### src/rtl/mb_pacer_pkg.sv
// Shared types and helpers for the source-domain pacer of the multibit synchronizer.
package mb_pacer_pkg;

    typedef enum logic [1:0] {
        IDLE = 2'd0,
        HOLD = 2'd1,
        GAP  = 2'd2
    } pacer_state_t;

    // Width of a down-counter that must hold the larger of the two phase lengths.
    function automatic int cnt_width(input int hold, input int gap);
        int max_v;
        max_v = (hold > gap) ? hold : gap;
        return $clog2(max_v + 1);
    endfunction

endpackage

### src/rtl/mb_pacer_fifo.sv
// Single-clock FIFO that queues producer words for the pacer.
// The head word is presented combinationally on o_data; the pacer registers it on pop.
module mb_pacer_fifo #(
    parameter int NB         = 8,
    parameter int FIFO_DEPTH = 4
) (
    input  logic                          i_clock,
    input  logic                          i_rst_n,
    input  logic                          i_push,
    input  logic                          i_pop,
    input  logic [NB-1:0]                 i_data,
    output logic [NB-1:0]                 o_data,
    output logic                          o_full,
    output logic                          o_empty,
    output logic [$clog2(FIFO_DEPTH):0]   o_level
);
    import mb_pacer_pkg::*;

    localparam int AW = $clog2(FIFO_DEPTH);
    localparam int LW = AW + 1;

    logic [NB-1:0] mem_r [FIFO_DEPTH];
    logic [AW-1:0] wr_ptr_r;
    logic [AW-1:0] rd_ptr_r;
    logic [LW-1:0] count_r;
    logic          push_ok_s;
    logic          pop_ok_s;

    // A push is only taken when there is room, so push+pop while full drops the push.
    assign push_ok_s = i_push && !o_full;
    assign pop_ok_s  = i_pop && !o_empty;

    assign o_full  = (count_r == LW'(FIFO_DEPTH));
    assign o_empty = (count_r == LW'(0));
    assign o_data  = mem_r[rd_ptr_r];
    assign o_level = count_r;

    // Storage write; pointers wrap naturally because the depth is a power of two.
    always_ff @(posedge i_clock or negedge i_rst_n) begin
        if (!i_rst_n) begin
            for (int i = 0; i < FIFO_DEPTH; i++) begin
                mem_r[i] <= NB'(0);
            end
            wr_ptr_r <= AW'(0);
        end else if (push_ok_s) begin
            mem_r[wr_ptr_r] <= i_data;
            wr_ptr_r        <= wr_ptr_r + AW'(1);
        end else begin
            wr_ptr_r <= wr_ptr_r;
        end
    end

    // Read pointer advances on every accepted pop.
    always_ff @(posedge i_clock or negedge i_rst_n) begin
        if (!i_rst_n) begin
            rd_ptr_r <= AW'(0);
        end else if (pop_ok_s) begin
            rd_ptr_r <= rd_ptr_r + AW'(1);
        end else begin
            rd_ptr_r <= rd_ptr_r;
        end
    end

    // Occupancy tracking; simultaneous push and pop leave it unchanged.
    always_ff @(posedge i_clock or negedge i_rst_n) begin
        if (!i_rst_n) begin
            count_r <= LW'(0);
        end else begin
            case ({push_ok_s, pop_ok_s})
                2'b10:   count_r <= count_r + LW'(1);
                2'b01:   count_r <= count_r - LW'(1);
                default: count_r <= count_r;
            endcase
        end
    end

endmodule

### src/rtl/mb_sync_src_pacer.sv
// Source-domain front end of the multibit synchronizer: queues producer words and
// replays each as an isolated, stretched valid pulse with data held stable, so the
// slower destination edge detector never misses a word.
// Optional build macro: MB_PACER_LEVEL_EN adds the o_level occupancy output.
module mb_sync_src_pacer
    import mb_pacer_pkg::*;
#(
    parameter int NB          = 8,
    parameter int FIFO_DEPTH  = 4,
    parameter int HOLD_CYCLES = 4,
    parameter int GAP_CYCLES  = 4
) (
    input  logic                          i_clock,
    input  logic                          i_rst_n,
    input  logic [NB-1:0]                 i_data,
    input  logic                          i_valid,
    output logic                          o_ready,
    output logic [NB-1:0]                 o_data,
    output logic                          o_valid,
`ifdef MB_PACER_LEVEL_EN
    output logic [$clog2(FIFO_DEPTH):0]   o_level,
`endif
    output logic                          o_busy
);

    localparam int CW = cnt_width(HOLD_CYCLES, GAP_CYCLES);
    localparam int LW = $clog2(FIFO_DEPTH) + 1;

    pacer_state_t  state_r;
    logic [CW-1:0] cnt_r;
    logic [NB-1:0] data_r;
    logic          valid_r;
    logic          pop_s;
    logic          fifo_full_s;
    logic          fifo_empty_s;
    logic [NB-1:0] fifo_rdata_s;
    logic [LW-1:0] fifo_level_s;

    mb_pacer_fifo #(
        .NB         (NB),
        .FIFO_DEPTH (FIFO_DEPTH)
    ) u_fifo (
        .i_clock (i_clock),
        .i_rst_n (i_rst_n),
        .i_push  (i_valid),
        .i_pop   (pop_s),
        .i_data  (i_data),
        .o_data  (fifo_rdata_s),
        .o_full  (fifo_full_s),
        .o_empty (fifo_empty_s),
        .o_level (fifo_level_s)
    );

    // The head is taken only from IDLE, so o_data never changes during a pulse or gap.
    assign pop_s   = (state_r == IDLE) && !fifo_empty_s;
    assign o_ready = !fifo_full_s;
    assign o_busy  = (fifo_level_s != LW'(0)) || (state_r != IDLE);
    assign o_data  = data_r;
    assign o_valid = valid_r;
`ifdef MB_PACER_LEVEL_EN
    assign o_level = fifo_level_s;
`endif

    // Pacing FSM: pop into the data register, hold valid high, then enforce a low gap.
    always_ff @(posedge i_clock or negedge i_rst_n) begin
        if (!i_rst_n) begin
            state_r <= IDLE;
            cnt_r   <= CW'(0);
            data_r  <= NB'(0);
            valid_r <= 1'b0;
        end else begin
            case (state_r)
                IDLE: begin
                    if (!fifo_empty_s) begin
                        data_r  <= fifo_rdata_s;
                        valid_r <= 1'b1;
                        cnt_r   <= CW'(HOLD_CYCLES - 1);
                        state_r <= HOLD;
                    end else begin
                        valid_r <= 1'b0;
                    end
                end
                HOLD: begin
                    if (cnt_r == CW'(0)) begin
                        valid_r <= 1'b0;
                        cnt_r   <= CW'(GAP_CYCLES - 1);
                        state_r <= GAP;
                    end else begin
                        valid_r <= 1'b1;
                        cnt_r   <= cnt_r - CW'(1);
                    end
                end
                GAP: begin
                    valid_r <= 1'b0;
                    if (cnt_r == CW'(0)) begin
                        state_r <= IDLE;
                    end else begin
                        cnt_r <= cnt_r - CW'(1);
                    end
                end
                default: begin
                    valid_r <= 1'b0;
                    cnt_r   <= CW'(0);
                    state_r <= IDLE;
                end
            endcase
        end
    end

endmodule

### config.mk
export PLATFORM = sky130hd
export DESIGN_NAME = mb_sync_src_pacer
export DESIGN_NICKNAME = d
export VERILOG_FILES = /design/src/rtl/mb_pacer_pkg.sv /design/src/rtl/mb_pacer_fifo.sv /design/src/rtl/mb_sync_src_pacer.sv
export SDC_FILE = /design/constraint.sdc
export NUM_CORES = 1
export LEC_CHECK = 0
export CORE_MARGIN = 2
export CORE_UTILIZATION = 45
export CTS_BUF_LIST = sky130_fd_sc_hd__clkbuf_4
export DETAILED_ROUTE_END_ITERATION = 16
export PLACE_DENSITY_LB_ADDON = 0.15
export RECOVER_POWER = 25
export SLEW_MARGIN = 20
export SYNTH_ARGS = -nofsm -noshare
export SYNTH_HDL_FRONTEND = slang
export SYNTH_SLANG_ARGS = --single-unit
### constraint.sdc
create_clock -name i_clock -period 2.9 [get_ports i_clock]
set_input_delay 0.58 -clock i_clock [delete_from_list [all_inputs] [get_ports i_clock]]
set_output_delay 0.58 -clock i_clock [all_outputs]
set_load 0.005 [all_outputs]
== Yosys cells after proc, flatten, opt, wreduce, memory -nomap -nowiden ==
Index checks and enable logic that the tools add are counted.

* Register bits: 53
* Bits of input ports: 11
* Output and inout port bits: 11

* Add/sub/neg operators: 5
* Magnitude comparators: 3
* Eq/ne operators: 9
* Muxes and demuxes: 18
* Bitwise operators: 3
* Reductions and logical operators: 16

{| class="wikitable"
|+ Operators with widths
! kind !! count
|-
| 32-bit bitwise mux || 1
|-
| 8-bit two-way mux || 3
|-
| 8-bit binary-select mux with 2-bit select || 1
|-
| 8-bit demux with 2-bit select || 1
|-
| 3-bit two-way mux || 3
|-
| 3-bit case mux with 3 select lines || 1
|-
| 2-bit inequality test, second input constant || 4
|-
| 3-bit >= comparator, second input constant || 2
|-
| 3-bit zero test || 2
|-
| 2-bit two-way mux || 3
|-
| 2-bit NOT with 3-bit output || 2
|-
| 2-bit case mux with 3 select lines || 1
|-
| 3-bit case mux with 2 select lines || 1
|-
| 3-bit by 1-bit subtractor with 3-bit output, second input constant || 2
|-
| 2-bit by 1-bit adder with 2-bit output, second input constant || 2
|-
| 2-bit by 1-bit == test with 1-bit output, second input constant || 2
|-
| 2-bit == test, second input constant || 2
|-
| 1-bit logical AND || 4
|-
| 2-bit AND reduction || 2
|-
| 2-bit nonzero test || 2
|-
| 3-bit by 1-bit adder with 3-bit output, second input constant || 1
|-
| 3-bit == test, second input constant || 1
|-
| 3-bit by 1-bit less-than comparator with 1-bit output, second input constant || 1
|-
| 3-bit AND reduction || 1
|-
| 7 further kinds || 9
|}

== Depth between registers and ports, before layout ==
Gate-level depths: netlist of the first run.

* Depth in word-level cells: 6
* Gate-level depth with buffers: 8
* Depth with buffers taken out: 8

== Modules after synthesis ==
From an unflattened synthesis of the first run, not the netlist that was laid out.

* Cells, all modules: 167
* Area, all modules: 2474.9 um2

{| class="wikitable"
|+ By module, submodules not included
! module !! times used !! cells each !! area each (um2)
|-
| mb_pacer_fifo || 1 || 114 || 1784.2
|-
| mb_sync_src_pacer || 1 || 53 || 690.7
|}

== Worst setup path before layout of the first run ==
No wires, ideal clock.

* Path type: flip-flop to flip-flop
* Start: register u_fifo.count_r[0] (netlist: u_fifo.o_level[0])
* End: register u_fifo.count_r[2] (netlist: u_fifo.o_level[2])
* Data arrival time: 1955 ps
* Required time: 2773 ps
* Slack: 818 ps
* Stages on the path, launching flop included: 9
* Buffers on the path: 1
* Period minus slack after synthesis: 2082 ps
* Cells stage by stage: dfrtp_1 nor3_1 nor3_2 buf_4 ha_1 fa_1 xnor2_1 nor2_1 xor2_1

* Longest elaborated chain between the ends: 6

{| class="wikitable"
|+ Ends and longest elaborated chain
! what !! RTL line !! source
|-
| start, declared || mb_pacer_fifo.sv:25 || <nowiki>logic [LW-1:0] count_r;</nowiki>
|-
| start signal, assigned || mb_pacer_fifo.sv:70 || <nowiki>2'b10: count_r <= count_r + LW'(1);</nowiki>
|-
| start signal, assigned || mb_pacer_fifo.sv:71 || <nowiki>2'b01: count_r <= count_r - LW'(1);</nowiki>
|-
| start signal, assigned || mb_pacer_fifo.sv:72 || <nowiki>default: count_r <= count_r;</nowiki>
|-
| 3-bit zero test * || mb_pacer_fifo.sv:34 || <nowiki>assign o_empty = (count_r == LW'(0));</nowiki>
|-
| 1-bit zero test * || mb_pacer_fifo.sv:31, mb_sync_src_pacer.sv:55 ||
|-
| 1-bit logical AND || mb_sync_src_pacer.sv:55 || <nowiki>assign pop_s = (state_r == IDLE) && !fifo_empty_s;</nowiki>
|-
| 1-bit logical AND * || mb_pacer_fifo.sv:31 || <nowiki>assign pop_ok_s = i_pop && !o_empty;</nowiki>
|-
| named net u_fifo.pop_ok_s || mb_pacer_fifo.sv:27 || <nowiki>logic pop_ok_s;</nowiki>
|-
| 2-bit by 1-bit == test with 1-bit output or 2-bit == test (tied branches) || mb_pacer_fifo.sv:69 || <nowiki>case ({push_ok_s, pop_ok_s})</nowiki>
|-
| 3-bit case mux with 2 select lines or 2-bit nonzero test (tied branches) || -- ||
|}

The timed path passes the listed nets; every way through them passes the cells marked *.
A chain may end at the register's enable or synchronous reset.

== Final worst setup path of the first run ==
* Start: register u_fifo.count_r[0] (netlist: u_fifo.o_level[0])
* End: output port o_busy

* Longest elaborated chain between the ends: 2

{| class="wikitable"
|+ Ends and longest elaborated chain
! what !! RTL line !! source
|-
| 3-bit nonzero test || mb_sync_src_pacer.sv:57 || <nowiki>assign o_busy = (fifo_level_s != LW'(0)) || (state_r != IDLE);</nowiki>
|-
| 1-bit logical OR || mb_sync_src_pacer.sv:57 ||
|-
| end, declared || mb_sync_src_pacer.sv:23 || <nowiki>output logic o_busy</nowiki>
|}

No other way between the ends.

==> summary.txt, run 1 <==
Finish
  • Fillers: about 460
  • Non-filler cells, final: 260
  • Area growth, synth to finish: 15.07%
  • Nets: between 200 and 250
  • Inserted Diodes: 0
  • Layout cells sized above 1: about a third

Synthesis
  • Syn_nets: between 150 and 200
  • Synth async-reset ratio: 100.0%
  • Post-Synth XOR/XNOR Area: 2.911%
  • Synth cell count leaders: dfrtp_1 (53), mux2_2 (39), inv_1 (8), mux4_2 (8)
  • Post-Synth Adder-Cell Area: 4.470%
  • Post-synthesis sequential area ratio: roughly 55%
  • Yosys reg bits: 53
  • Synth Area in Compound Gates: 3.742%
  • Post-Synth Simple-Gate Area: 4.730%
  • Largest family of logic cells by synthesized area: multiplexers
  • Yosys warns: 0
  • Top cell type's share of synthesized area: 55.09%
  • Average size of a mapped cell: 14.68 sq um
  • Post-synth EDFFs: 0
  • Mux share of post-synthesis cell area: a little over a quarter
  • Largest cells by area after synthesis: dfrtp_1 (55%), mux2_2 (18%), mux4_2 (7.5%)
  • Cells after synthesis: 164
  • Leading area contributor after synthesis: dfrtp_1
  • Most frequent cell after synthesis: dfrtp_1
  • Area of the mapped netlist: 2407 sq um
  • Ys flop type: dfrtp_1
  • Distinct cell type count after synthesis: 25

Route
  • DR vias/cell: ~5.4
  • Routed Antenna Nets: 0
  • WL final: approximately 4.2 mm
  • First-pass DRT Iterations: 4
  • Via Count: 1393
  • Residual DRC count: 0
  • WL per Instance: between 15 and 20 um
  • Initial detailed-routing violation count: 42

Timing
  • Fin crit period: 2.434 ns
  • Slew Limit Fails: 0
  • Final hold viol count: 0
  • Slew @ Worst Pin: 1.197 ns
  • Setup TNS: 0 ns
  • Crit share post-route: 83.92%
  • Final setup vio count: 0
  • Fmax: 410.9 MHz
  • Worst rel slew slack: 20.17%
  • Setup Skew: roughly 0.011 ns
  • RSZ-0062 raised after global routing: no

Global routing
  • Busiest grt layer: met2
  • Vias in the first global route: 1512
  • Routing usage on met3: 4.706%
  • GRT Overall Usage: 15.95%
  • Total gr overflow: 0
  • Largest net degree at the start of global routing: 32
  • Met2 usage: 28.09%
  • First-pass GRT wire length: 7.431 mm
  • Initial antenna violation count: 0
  • Met1 GRT Util: 19.62%

Die
  • Die H: 77.14 um
  • Die area: 5951 sq um
  • Starting Density: 46.84%
  • Site row count: 26
  • Die X: 77.14 um
  • Ports: 22
  • Core box area: just over 5000 sq um

Placement
  • Estimated wirelength of the detail-placed design: a little under 3 mm
  • Global placer's final weighted congestion: 0.7546
  • Input/output buffers: 21
  • Placed Cells: 252

Power
  • Leakage power: 1.208 nW
  • Total power: 3.194 mW
  • Max IR drop VDD: a little over 0.5 mV
  • Power density cells: 1153 nW/um^2

Setup path
  • Critical Path AT: 1.85 ns
  • Startpoint Class: register
  • Critical path required time: 2.32 ns
  • Crit end category: output port
  • Critical setup path kind: register to output port
  • CP max FO: 4

Clock tree
  • Number of setup buffers added after CTS: 0
  • Hold Buf Count CTS: 0
  • CTS Buffer Depth: 2
  • Later-pin clock latency in the skew report: 0.36 ns
  • Clock sink count: 53
  • CTS buffer count: 5
  • CTS clk-pin slew, worst paths: ~0.14 ns
  • H-tree depth: 2
  • Root buf cell: clkbuf_4
  • Post_cts resized: 0
  • CTS tree: built

Status
  • Status: complete, no violations

Worst hold path
  • Hold Crit Class: primary input to async pin

Flow run
  • Max cap viols: 0
-- cells in the final DEF, fill, tap and decap left out, types with 2 or more instances in the layout --
master            n
dfrtp_1          53
mux2_2           39
clkdlybuf4s50_1  20
inv_1             8
mux4_2            8
nand2_1           7
ha_1              7
xnor2_1           6
clkbuf_4          6
nand2_4           4
a21oi_1           4
nor2_1            3
o22ai_1           3
o21ai_0           3
nor3_1            2
a31o_2            2
xor2_1            2
mux2_1            2
buf_4             2
-- flip-flops by register name, indices dropped and copies added (netlist names) --
name and flops:
u_fifo.rd_ptr_r 2, state_r 2, u_fifo.mem_r 32, o_valid 1, o_data 8, cnt_r 3, u_fifo.o_level 3, u_fifo.wr_ptr_r 2
-- cells by family after synthesis --
group	count (synthesis)
multiplexers	49
AND/OR/NAND/NOR	19
flip-flops	53
buffers and inverters	14
XOR/XNOR	8
adder cells (fa/ha/maj)	8
AO/OA/AOI/OAI	13
-- layout make-up --
class / instances / area [sq um] / area share, %
repair buffers: 24 / 224.0 / 8.085
flip-flops and latches: 53 / 1326 / 47.88
well taps: 70 / 87.58 / 3.162
clock buffers: 6 / 45.04 / 1.626
clock inverters: 2 / 33.78 / 1.220
inverters: 8 / 30.03 / 1.084
multi-input cells: 97 / 1023 / 36.95
-- routing by layer --
layer  share of wire, %  routed length (um)  up-vias
li1                   -                   -      631
met3                3.7                 157        4
met5                  0                   0        -
met2                 53                2209       30
met4               0.83                  35        0
met1                 43                1803      728
-- final timing paths --
check / start / endpoint / slack, ns / depth (start not counted)
max: u_fifo.o_level[0] / o_busy / 0.47 / 3
min: i_rst_n / u_fifo.wr_ptr_r[0] / 0.42 / 1
max reg2reg: u_fifo.o_level[0] / u_fifo.o_level[2] / 0.86 / 7
min reg2reg: u_fifo.mem_r[14] / u_fifo.mem_r[14] / 0.51 / 1
max in group asynchronous: i_rst_n / u_fifo.rd_ptr_r[1] / 1.11 / 2
min in group i_clock: u_fifo.mem_r[14] / u_fifo.mem_r[14] / 0.51 / 1
-- worst max-delay path, stage by stage, from the launching register on --
cell and delay, ns:
dfrtp_1 0.46, nor3_1 0.39, nand2_1 0.16, clkdlybuf4s50_1 0.47
-- metrics by stage --
stage	cell area, sq um	hold WS, ns	setup WS [ns]	util [%]
after floorplan	2407	0.2844	0.8178	-
after global placement	2695	0.4705	0.5885	52.43
after detailed placement	2695	0.4876	0.5540	52.43
after CTS	2774	0.1638	0.4235	53.97
after global routing	2770	0.4770	0.2826	53.89
final	2770	0.4203	0.4664	53.89
-- report_power, final --
part	total (mW)	internal (mW)	switching (mW)
Combinational	1.36	0.854	0.511
Sequential	1.42	1.12	0.297
Clock	0.411	0.189	0.222
Total	3.19	2.16	1.03
No activity file was read; power rests on OpenSTA's default activity.
==> run 2: changes to the inputs <==
==> constraint.sdc (replaced) <==
create_clock -name i_clock -period 2.25 [get_ports i_clock]
set_input_delay 0.45 -clock i_clock [delete_from_list [all_inputs] [get_ports i_clock]]
set_output_delay 0.45 -clock i_clock [all_outputs]
set_load 0.005 [all_outputs]
==> run 2 against run 1 <==
Compared with the run above: die area did not move; critical path type unchanged; combinational power grew 37%; via count fell by 3.4%; routed wire length increased by 4.6%; largest power group is now combinational logic; sequential power is 27% higher; register-to-register slack got worse by 0.63 ns; power rose by 28%; worst setup slack got worse by 0.33 ns; flip-flop and latch count did not move.
==> summary.txt, run 2 (same netlist as run 1, synthesis figures left out) <==
Die
  • Die X: 77.14 um (unchanged)
  • Ports: 22 (unchanged)
  • Site row count: 26 (unchanged)
  • Starting Density: 46.84% (unchanged)
  • Die area: 5951 sq um (unchanged)
  • Die H: 77.14 um (unchanged)
  • Core box area: 5140 sq um (unchanged)

Route
  • First-pass DRT Iterations: 4 (unchanged)
  • Via Count: 1345 (-3.4%)
  • DR vias/cell: 5.114 (-4.5%)
  • WL final: 4.399 mm (+4.6%)
  • WL per Instance: 16.73 um (+3.4%)
  • Routed Antenna Nets: 0 (unchanged)
  • Residual DRC count: 0 (unchanged)
  • Initial detailed-routing violation count: 39 (-7.1%)

Power
  • Logic pwr share: 45.7% (+3.0 points)
  • Power Internal: 2.705 mW (+25%)
  • Net Sw Power: 1.379 mW (+34%)
  • Max IR drop VDD: 0.7241 mV (+41%)
  • Power density cells: 1470 nW/um^2 (+28%)
  • Leakage power: 1.211 nW (+0.24%)
  • Clk pwr share: 10.0% (-2.9 points)
  • Switch share: 33.76% (+1.5 points)
  • Flop pwr share: 44.3% (about the same)

Setup path
  • Critical Path AT: 1.67 ns (-0.18 ns)
  • Worst path depth: 3 (unchanged)
  • Critical Path Source: u_fifo.o_level[2]
  • Critical path cell sequence: nor3_4 > nand2_1 > clkdlybuf4s50_1
  • Crit end category: output port
  • Reg2reg setup slack: 0.23 ns (-0.63 ns)
  • Slowest stage delay, CP: 0.49 ns (+0.02 ns)
  • Critical Path Sink: o_busy
  • Critical setup path kind: register to output port
  • Critical path required time: 1.80 ns (-0.52 ns)
  • Top delay family on crit path: flip-flops
  • R2R depth: 8 (+1)
  • CP max FO: 4 (unchanged)
  • R2r startpoint: u_fifo.o_level[2]
  • CP max-delay cell: dfrtp_2
  • Critical path buffers and inverters: 1 (unchanged)
  • Reg2Reg Capture Point: u_fifo.o_level[2]
  • Startpoint Class: register

Finish
  • Inserted Diodes: 0 (unchanged)
  • Most flop-heavy register: u_fifo.mem_r
  • Layout cells sized above 1: 36.27% (+2.1 points)
  • Area of the multi-input gates: 1035 sq um (+1.1%)
  • Max reg flops: 32 (unchanged)
  • Nets: 211 (+1.4%)
  • Commonest non-fill, non-tap cell in the layout: dfrtp_1
  • Most frequent cells in the layout: dfrtp_1 (51), mux2_2 (39), clkdlybuf4s50_1 (20)
  • Finished Core Util: 54.04% (+0.15 points)
  • Storage cell area: 1329 sq um (+0.19%)
  • Fillers: 477 (+3.5%)
  • Area growth, synth to finish: 15.38%

Flow run
  • Max cap viols: 0 (unchanged)

Clock tree
  • CTS buffer count: 5 (unchanged)
  • H-tree depth: 2 (unchanged)
  • CTS tree: built
  • CTS Buffer Depth: 2 (unchanged)
  • CTS clk-pin slew, worst paths: 0.15 ns (about the same)
  • Clock sink count: 53 (unchanged)
  • Root buf cell: clkbuf_4
  • Later-pin clock latency in the skew report: 0.37 ns (about the same)
  • Hold Buf Count CTS: 0 (unchanged)

Timing
  • Fmax: 472.4 MHz
  • Slew @ Worst Pin: 1.413 ns (+0.2157 ns)
  • Slew Limit Fails: 0 (unchanged)
  • Setup Skew: 0.007885 ns (-0.002623 ns)
  • RSZ-0062 raised after global routing: no
  • Fin crit period: 2.117 ns
  • Setup TNS: 0 ns (unchanged)
  • Worst rel slew slack: 5.791% (-14 points)
  • Crit share post-route: 94.08%
  • Final Hold Slack: 0.3728 ns (-0.04750 ns)
  • Final setup vio count: 0 (unchanged)
  • Final hold viol count: 0 (unchanged)

Global routing
  • Vias in the first global route: 1512 (unchanged)
  • Total gr overflow: 0 (unchanged)
  • Initial antenna violation count: 0 (unchanged)
  • First-pass GRT wire length: 7.603 mm (+2.3%)
  • GRT Overall Usage: 16.58% (+0.63 points)
  • Largest net degree at the start of global routing: 29 (-9.4%)

Worst hold path
  • Hold Crit Class: primary input to async pin

Placement
  • Estimated wirelength of the detail-placed design: 3.096 mm (+5.4%)
  • Input/output buffers: 21 (unchanged)
  • Global placer's final weighted congestion: 0.7329 (-2.9%)

Status
  • Status: complete, no violations
==> run 2: area by class of cell <==
cell class | instances | area share (%)
Clock buffer | 5 | 1.351
Clock inverter | 3 | 0.4505
Timing Repair Buffer | 27 | 8.874
Inverter | 8 | 1.081
Tap cell | 70 | 3.153
Sequential cell | 53 | 47.84
Multi-Input combinational cell | 97 | 37.25
==> run 2: repair_timing <==
item                                   in CTS  in global routing
pin swaps                                   0                  1
gates resized for setup                     1                  3
endpoints found under the hold margin       0                  0
setup endpoints to repair                   1                  1
setup buffers                               0                  1
==> run 2: worst min-delay path by stage <==
stage / start / to / slack [ns]
finish: i_rst_n / u_fifo.o_level[1] / 0.37
global route: i_rst_n / u_fifo.o_level[2] / 0.46
CTS: i_rst_n / u_fifo.o_level[1] / 0.08
detailed placement: u_fifo.mem_r[12] / u_fifo.mem_r[12] / 0.48
global placement: u_fifo.mem_r[12] / u_fifo.mem_r[12] / 0.47
floorplan: i_rst_n / cnt_r[0] / 0.15
==> run 2: per-layer routing <==
metal  vias to the layer above  GRT usage (%)  routed length [um]
met2                        18          29.48                2354
met3                         6          3.647                 116
li1                        635              -                   -
met4                         0          5.357                  63
met5                         -              0                   0
met1                       686          19.94                1865
==> run 2: per-stage QoR <==
step                      setup WS (ns)  cell area (sq um)  total power [mW]  std cells
after CTS                       0.01005               2778             4.105        262
final                            0.1332               2778             4.084        263
after detailed placement        0.01018               2723             3.693        254
after global routing           0.008595               2778             4.402        263
after global placement          0.06749               2723             3.545        254
after floorplan                  0.1678               2407             3.095        164
==> run 2: power groups by stage <==
stage	registers (mW)	clock network (mW)	logic [mW]
5_1_grt	1.87	0.467	2.06
3_3_place_gp	1.76	0	1.79
6_report	1.81	0.408	1.87
3_5_place_dp	1.81	0	1.88
2_1_floorplan	1.66	0	1.43
4_1_cts	1.79	0.421	1.89
